[src/rtl/estufa_climate_ctrl.sv]
// Greenhouse heater/cooler scheduler: min run time, dead time between actuators, debounced sensor-fault lockout.
// Optional feature macro ESTUFA_AUTO_RECOVER_EN: FAULT also exits after FAULT_CNT consecutive good samples.
module estufa_climate_ctrl #(
  parameter int MIN_ON    = 4,
  parameter int DEAD      = 2,
  parameter int FAULT_CNT = 3,
  parameter int CW        = 8
) (
  input  logic       clk_2,
  input  logic       rst_n,
  input  logic       t1,
  input  logic       t2,
  input  logic       enable,
  input  logic       fault_clr,
  output logic       heater,
  output logic       cooler,
  output logic       fault,
  output logic [2:0] state
);

  typedef enum logic [2:0] {
    ST_IDLE  = 3'd0,
    ST_HEAT  = 3'd1,
    ST_COOL  = 3'd2,
    ST_DEAD  = 3'd3,
    ST_FAULT = 3'd4
  } state_e;

  localparam logic [CW-1:0] MIN_ON_M1 = CW'(MIN_ON - 1);
  localparam logic [CW-1:0] DEAD_M1   = CW'(DEAD - 1);
  localparam logic [CW-1:0] FLT_M1    = CW'(FAULT_CNT - 1);
  localparam logic [CW-1:0] FLT_MAX   = CW'(FAULT_CNT);
  localparam logic [CW-1:0] RUN_MAX   = '1;
  localparam logic [CW-1:0] ONE       = CW'(1);

  state_e        state_q, state_d;
  logic          s1_q, s2_q;
  logic [CW-1:0] run_cnt_q, run_cnt_d;
  logic [CW-1:0] bad_cnt_q, bad_cnt_d;
  logic          heater_q, cooler_q, fault_q;

  logic cold, hot, bad;
  logic fault_hit;
  logic clr_exit;

  assign cold      = ~s1_q & ~s2_q;
  assign hot       =  s1_q &  s2_q;
  assign bad       = ~s1_q &  s2_q;
  assign fault_hit = bad && (bad_cnt_q == FLT_M1);

`ifdef ESTUFA_AUTO_RECOVER_EN
  logic [CW-1:0] good_cnt_q, good_cnt_d;
  logic          auto_exit;
  assign auto_exit = ~bad && (good_cnt_q == FLT_M1);
`endif

  always_comb begin
    state_d  = state_q;
    clr_exit = 1'b0;
    case (state_q)
      ST_IDLE: begin
        if (enable && cold)     state_d = ST_HEAT;
        else if (enable && hot) state_d = ST_COOL;
      end
      ST_HEAT: begin
        if (!enable)                                state_d = ST_DEAD;
        else if ((run_cnt_q >= MIN_ON_M1) && !cold) state_d = ST_DEAD;
      end
      ST_COOL: begin
        if (!enable)                               state_d = ST_DEAD;
        else if ((run_cnt_q >= MIN_ON_M1) && !hot) state_d = ST_DEAD;
      end
      ST_DEAD: begin
        if (run_cnt_q == DEAD_M1) state_d = ST_IDLE;
      end
      ST_FAULT: begin
        if (fault_clr) begin
          state_d  = ST_DEAD;
          clr_exit = 1'b1;
        end
`ifdef ESTUFA_AUTO_RECOVER_EN
        else if (auto_exit) begin
          state_d = ST_DEAD;
        end
`endif
      end
      default: state_d = ST_FAULT;
    endcase
    // A fault hit overrides every other decision, including a same-cycle clear.
    if (fault_hit) begin
      state_d  = ST_FAULT;
      clr_exit = 1'b0;
    end
  end

  always_comb begin
    if (state_d != state_q)     run_cnt_d = '0;
    else if (run_cnt_q != RUN_MAX) run_cnt_d = run_cnt_q + ONE;
    else                        run_cnt_d = run_cnt_q;

    if (clr_exit || !bad)          bad_cnt_d = '0;
    else if (bad_cnt_q != FLT_MAX) bad_cnt_d = bad_cnt_q + ONE;
    else                           bad_cnt_d = bad_cnt_q;
  end

`ifdef ESTUFA_AUTO_RECOVER_EN
  // Good-sample run only accumulates while parked in FAULT.
  always_comb begin
    if ((state_q != ST_FAULT) || bad || (state_d != ST_FAULT)) good_cnt_d = '0;
    else if (good_cnt_q != FLT_MAX)                             good_cnt_d = good_cnt_q + ONE;
    else                                                        good_cnt_d = good_cnt_q;
  end

  always_ff @(posedge clk_2) begin
    if (!rst_n) good_cnt_q <= '0;
    else        good_cnt_q <= good_cnt_d;
  end
`endif

  always_ff @(posedge clk_2) begin
    if (!rst_n) begin
      state_q   <= ST_IDLE;
      s1_q      <= 1'b0;
      s2_q      <= 1'b0;
      run_cnt_q <= '0;
      bad_cnt_q <= '0;
      heater_q  <= 1'b0;
      cooler_q  <= 1'b0;
      fault_q   <= 1'b0;
    end else begin
      state_q   <= state_d;
      s1_q      <= t1;
      s2_q      <= t2;
      run_cnt_q <= run_cnt_d;
      bad_cnt_q <= bad_cnt_d;
      heater_q  <= (state_d == ST_HEAT);
      cooler_q  <= (state_d == ST_COOL);
      fault_q   <= (state_d == ST_FAULT);
    end
  end

  assign heater = heater_q;
  assign cooler = cooler_q;
  assign fault  = fault_q;
  assign state  = state_q;

endmodule

[config.mk]
export PLATFORM = sky130hd
export DESIGN_NAME = estufa_climate_ctrl
export DESIGN_NICKNAME = d
export VERILOG_FILES = /design/src/rtl/estufa_climate_ctrl.sv
export SDC_FILE = /design/constraint.sdc
export NUM_CORES = 1
export LEC_CHECK = 0
export ABC_AREA = 1
export CAP_MARGIN = 0
export CORE_MARGIN = 4
export CORE_UTILIZATION = 52
export CTS_CLUSTER_SIZE = 16
export DETAILED_ROUTE_END_ITERATION = 8
export PLACE_DENSITY = 0.77
export RECOVER_POWER = 25
export SETUP_SLACK_MARGIN = 0.4
export SYNTH_ARGS = -nofsm -noshare
export SYNTH_HDL_FRONTEND = slang
export SYNTH_SLANG_ARGS = --single-unit
[constraint.sdc]
create_clock -name clk_2 -period 2 [get_ports clk_2]
set_input_delay 0.5 -clock clk_2 [delete_from_list [all_inputs] [get_ports clk_2]]
set_output_delay 0.5 -clock clk_2 [all_outputs]
set_load 0.05 [all_outputs]
Yosys cells after proc, flatten, opt, wreduce, memory -nomap -nowiden:

Index checks and enable logic that the tools add are counted.

* $add $sub $neg: 2
* $lt $le $gt $ge: 1
* equal/unequal tests: 12
* muxes and demuxes: 13
* bitwise operators: 6
* reductions and logical operators: 12

Operators with widths (number)
* 2-to-1 mux 3 bit: 9
* adder 8 x 1 -> 8 bit (second input constant): 2
* one-hot mux 3 bit (5 select lines): 1
* == test 3 x 2 -> 1 bit (second input constant): 3
* == test 8 x 1 -> 1 bit (second input constant): 1
* == test 8 x 2 -> 1 bit (second input constant): 1
* >= comparator 8 x 2 -> 1 bit (second input constant): 1
* != test 8 x 2 -> 1 bit (second input constant): 1
* != test 8 bit (second input constant): 1
* == test 3 x 1 -> 1 bit (second input constant): 2
* == test 3 bit (second input constant): 2
* logical AND 1 bit: 5
* OR reduction 2 bit: 2
* bitwise AND 1 bit: 3
* logical NOT 1 bit: 3
* logical NOT 3 bit: 1
* 2-to-1 mux 1 bit: 3
* != test 3 bit: 1
* inverter 1 bit: 3
* logical OR 1 bit: 1

* bits in registers: 24
* input port bits: 6
* output and inout bits: 6
* word-level logic and storage cells: 54

Logic depth before layout (Yosys ltp):

* depth after elaboration: 10
* mapped depth: 13
* depth with buffers taken out: 13

Worst setup path before layout:

Ideal clock, no wire load.

* kind: reg-to-reg
* start point: reg state_q[2], in the netlist state[2]
* end point: reg run_cnt_q[6]
* setup time: 122 ps
* data arrival time: 1597 ps
* data required time: 1878 ps
* path slack: 281 ps
* stages on the path, launching flop included: 9
* path buffers: 0
* period minus slack after synthesis: 1719 ps
* path through: dfxtp_1 inv_2 nand3_1 o21bai_4 nand3_1 o21ai_1 nand2_1 nand3_4 nor3_2

* word-level cells in the longest chain between the ends: 6
* elaborated cells between the ends (all ways): 17
* classes of those cells: eq/ne: 5; mux: 10; reduce/logical: 2

RTL lines
* start, declared: line 36 `state_e state_q, state_d;`
* start signal, assigned: line 131 `state_q <= state_d;`
* 2-to-1 mux 3 bit, on equally long branches: line 71, 63, 67
* 2-to-1 mux 3 bit, on equally long branches: line 70, 62, 66
* one-hot mux 3 bit (5 select lines): line 60 `case (state_q)`
* 2-to-1 mux 3 bit: line 90 `if (fault_hit) begin`
* != test 3 bit (*): line 97 `if (state_d != state_q) run_cnt_d = '0;`
* OR reduction 2 bit (no line) (*)
* end signal, assigned: line 134 `run_cnt_q <= run_cnt_d;`
* end, declared: line 38 `logic [CW-1:0] run_cnt_q, run_cnt_d;`

Mark *: on every way between the ends. The rest lies on a longest branch, timed or not.
A chain may end at the register's enable or synchronous reset.

Final worst setup path:

* start point: reg bad_cnt_q[0]
* end point: reg heater_q, in the netlist heater

* word-level cells in the longest chain between the ends: 4

RTL lines
* start, declared: line 39 `logic [CW-1:0] bad_cnt_q, bad_cnt_d;`
* start signal, assigned: line 135 `bad_cnt_q <= bad_cnt_d;`
* == test 8 x 2 -> 1 bit: line 49 `assign fault_hit = bad && (bad_cnt_q == FLT_M1);`
* logical AND 1 bit: line 49
* 2-to-1 mux 3 bit: line 90
* == test 3 x 1 -> 1 bit: line 136 `heater_q <= (state_d == ST_HEAT);`
* end signal, assigned: line 136
* end, declared: line 40 `logic heater_q, cooler_q, fault_q;`

Every way passes these cells.

==> impl_metrics.ini <==
[placed_design]
globalplace.congestion = 0.880
number_of_buffers_inserted_by_port_buffering = 11
place.detailed.hpwl_um = 1950

[worst_setup_path]
timing.setup.critical_path_class = register to register
cp.required_ns = 2.23
cp-start-kind = register
cp.arrival_ns = 1.95
crit_fanout = 5
crit-reg2reg-launch = bad_cnt_q[0]
worstSetupEndpointType = register
worst_setup_path_startpoint = bad_cnt_q[0]

[cells_and_area]
multiInputGateArea_um2 = 820
final_layout_fill_cell_count = 186
register_area_um2 = 494
area_delta_synth_final_pct = 21.2
diodes = 0
drive_above_1_share_pct = 32.3
finish.net_count = 206

[clocking]
cts-buffers-inserted = 3
worst_skew_pair.late_latency_ns = 0.32
tritoncts = done
clk_pin_slew_ns = 0.12
cts_hold_buf = 0
cts_max_path_buffers = 2
htree_levels = 1
cts_root_buffer = sky130_fd_sc_hd__clkbuf_4
clkSinkCount = 24

[routing]
detail-route-antenna-nets = 0
remaining_drc_errors = 0
detailroute.via_count = 1127
detail_route.first_pass.iterations = 4
via_per_inst = 5.05
post_drt_wl_per_cell_um = 11.8
postRouteWirelength_um = 2620
drt-initial-drc-count = 42

[logic_synthesis]
postSynth.topFlopCell = sky130_fd_sc_hd__dfxtp_1
syn-num-nets = 187
synth_area_leader_cell = sky130_fd_sc_hd__dfxtp_1
synthTopCellsByCount = 34 x sky130_fd_sc_hd__nor2_1, 27 x sky130_fd_sc_hd__nand2_1, 24 x sky130_fd_sc_hd__dfxtp_1, 16 x sky130_fd_sc_hd__nand3_1, 15 x sky130_fd_sc_hd__inv_1
synth_seq_cells = 24
synth_cell_types = 24
synthArstFlopShare_pct = 0
post_synth_instance_area_um2 = 1320
synth_warnings = 0
synth_cells = 177
netlist_top_cells_area = sky130_fd_sc_hd__dfxtp_1 37%, sky130_fd_sc_hd__nor2_1 9.7%, sky130_fd_sc_hd__nand2_1 7.7%, sky130_fd_sc_hd__nor3_2 7.6%, sky130_fd_sc_hd__nand3_1 6.1%
synth-edff-count = 0
most_used_standard_cell_by_instance_count_after_synthesis = sky130_fd_sc_hd__nor2_1
postSynthAreaPerCell_um2 = 7.44
seq_area_frac_synth_pct = 36.5
synthDominantCellAreaShare_pct = 36.5

[hold_path]
hold_path_startpoint = bad_cnt_q[7]
min-delay-path-class = register to register

[power_and_ir_drop]
leakagePower_nw = 0.633
p_per_area_nw_per_um2 = 859
report.power.total_w = 0.00137
ir_drop_mv = 1.04

[timing]
rsz0062_at_grt = yes
report.final.hold_viol_count = 0
tightest_slew_ns = 0.606
post-route-min-period_ns = 1.72
worst_slew_margin_rel_pct = 59.8
setup-violations-final = 0
drv_slew = 0
totalNegativeSetupSlack_ns = 0
final_min_period_over_clock_period_pct = 85.8
clock_skew_ns = 0.00346
maxClockFrequency_mhz = 583

[floorplan]
die-width_um = 58.3
chipHeight_um = 58.3
placement_rows = 17
pin_count = 12
initial_utilization_pct = 56.8
fp.dieArea_um2 = 3400
core_area_um2 = 2320

[run_status]
outcome = finished, final reports clean

[global_route]
grt_remaining_overflow = 0
wire_length_of_the_first_global_routing_pass_um = 4500
globalRouteTotalUtil_pct = 17.2
grt_max_degree = 14
via_count_of_the_first_global_routing_pass = 1064
initial_antenna_violation_count = 0

[run]
cap_violations = 0
-- cells by family after synthesis --
kind of cell               after synthesis  synth area share [%]
buffers and inverters                   23                  6.56
AOI/OAI and AO/OA                        9                  4.47
xor gates and xnor gates                11                  7.32
DFF                                     24                  36.5
and+or+nand+nor                        106                  41.4
adders and majority gates                4                  3.80
-- repair_timing --
action,4_1_cts,5_1_grt
hold endpoints to repair,0,0
endpoints found under the setup margin,13,11
buffers inserted,0,2
resized for setup,17,18
pin swaps,3,18
-- layout make-up --
cell class              instances  share of cell area, %
clock buffers                   4                   2.27
inverters                      23                   5.41
multi-input cells             130                   51.4
flip-flops and latches         24                   31.0
well taps                      28                   2.20
repair buffers                 14                   7.76
-- worst max-delay path, stage by stage, from the launching register on --
cell                      delay [ns]
sky130_fd_sc_hd__dfxtp_2        0.36
sky130_fd_sc_hd__inv_1          0.06
sky130_fd_sc_hd__ha_1           0.14
sky130_fd_sc_hd__nand2_1        0.07
sky130_fd_sc_hd__nor3_1         0.33
sky130_fd_sc_hd__inv_1          0.22
sky130_fd_sc_hd__o21ai_2        0.12
sky130_fd_sc_hd__buf_4          0.15
sky130_fd_sc_hd__nor2_2         0.03
sky130_fd_sc_hd__and3_4         0.17
-- flip-flops by register name, summed over array words and instances (netlist names) --
| name | flops |
|---|---|
| fault | 1 |
| s1_q | 1 |
| heater | 1 |
| s2_q | 1 |
| run_cnt_q | 8 |
| state | 3 |
| cooler | 1 |
| bad_cnt_q | 8 |
-- path summary, 6_finish.rpt --
kind             endpoint  slack [ns]  cells after the start
max                heater        0.28                      9
min          bad_cnt_q[7]        0.50                      2
max reg2reg        heater        0.28                      9
min reg2reg  bad_cnt_q[7]        0.50                      2
-- through the flow --
stage	cells	hold WS (ns)	setup slack (ns)	area, um^2	utilization [%]
floorplan	177	0.453	0.504	1320	-
global placement	217	0.464	-0.0419	1470	63.2
detailed placement	217	0.478	-0.0404	1470	63.2
CTS	221	0.496	0.404	1520	65.7
global route	223	0.550	0.167	1600	68.8
finish	223	0.497	0.284	1600	68.8
-- per-layer routing --
metal	GRT usage (%)	up-vias	wire length, um
li1	-	592	-
met3	3.29	5	101
met5	0	-	0
met4	9.27	0	46
met1	22.5	508	1230
met2	26.5	22	1240
-- report_power, final --
group	switching [W]	internal [W]
logic	0.000348	0.000204
registers	0.0000409	0.000526
clock network	0.000141	0.000111
-- layout by cell type (no fill, tap or decap), types with 3 or more instances in the layout --
cell type / n
sky130_fd_sc_hd__nand2_2: 8
sky130_fd_sc_hd__nor3_2: 9
sky130_fd_sc_hd__clkdlybuf4s50_1: 3
sky130_fd_sc_hd__xor2_1: 9
sky130_fd_sc_hd__nand3_1: 14
sky130_fd_sc_hd__inv_1: 16
sky130_fd_sc_hd__nor3_1: 3
sky130_fd_sc_hd__a21oi_1: 3
sky130_fd_sc_hd__dfxtp_2: 5
sky130_fd_sc_hd__nor2_1: 30
sky130_fd_sc_hd__buf_4: 5
sky130_fd_sc_hd__nor2_2: 8
sky130_fd_sc_hd__inv_2: 7
sky130_fd_sc_hd__clkdlybuf4s15_2: 3
sky130_fd_sc_hd__nand2_1: 24
sky130_fd_sc_hd__clkbuf_4: 3
sky130_fd_sc_hd__dfxtp_1: 17
sky130_fd_sc_hd__o21ai_0: 3
(Power assumes the default switching activity.)
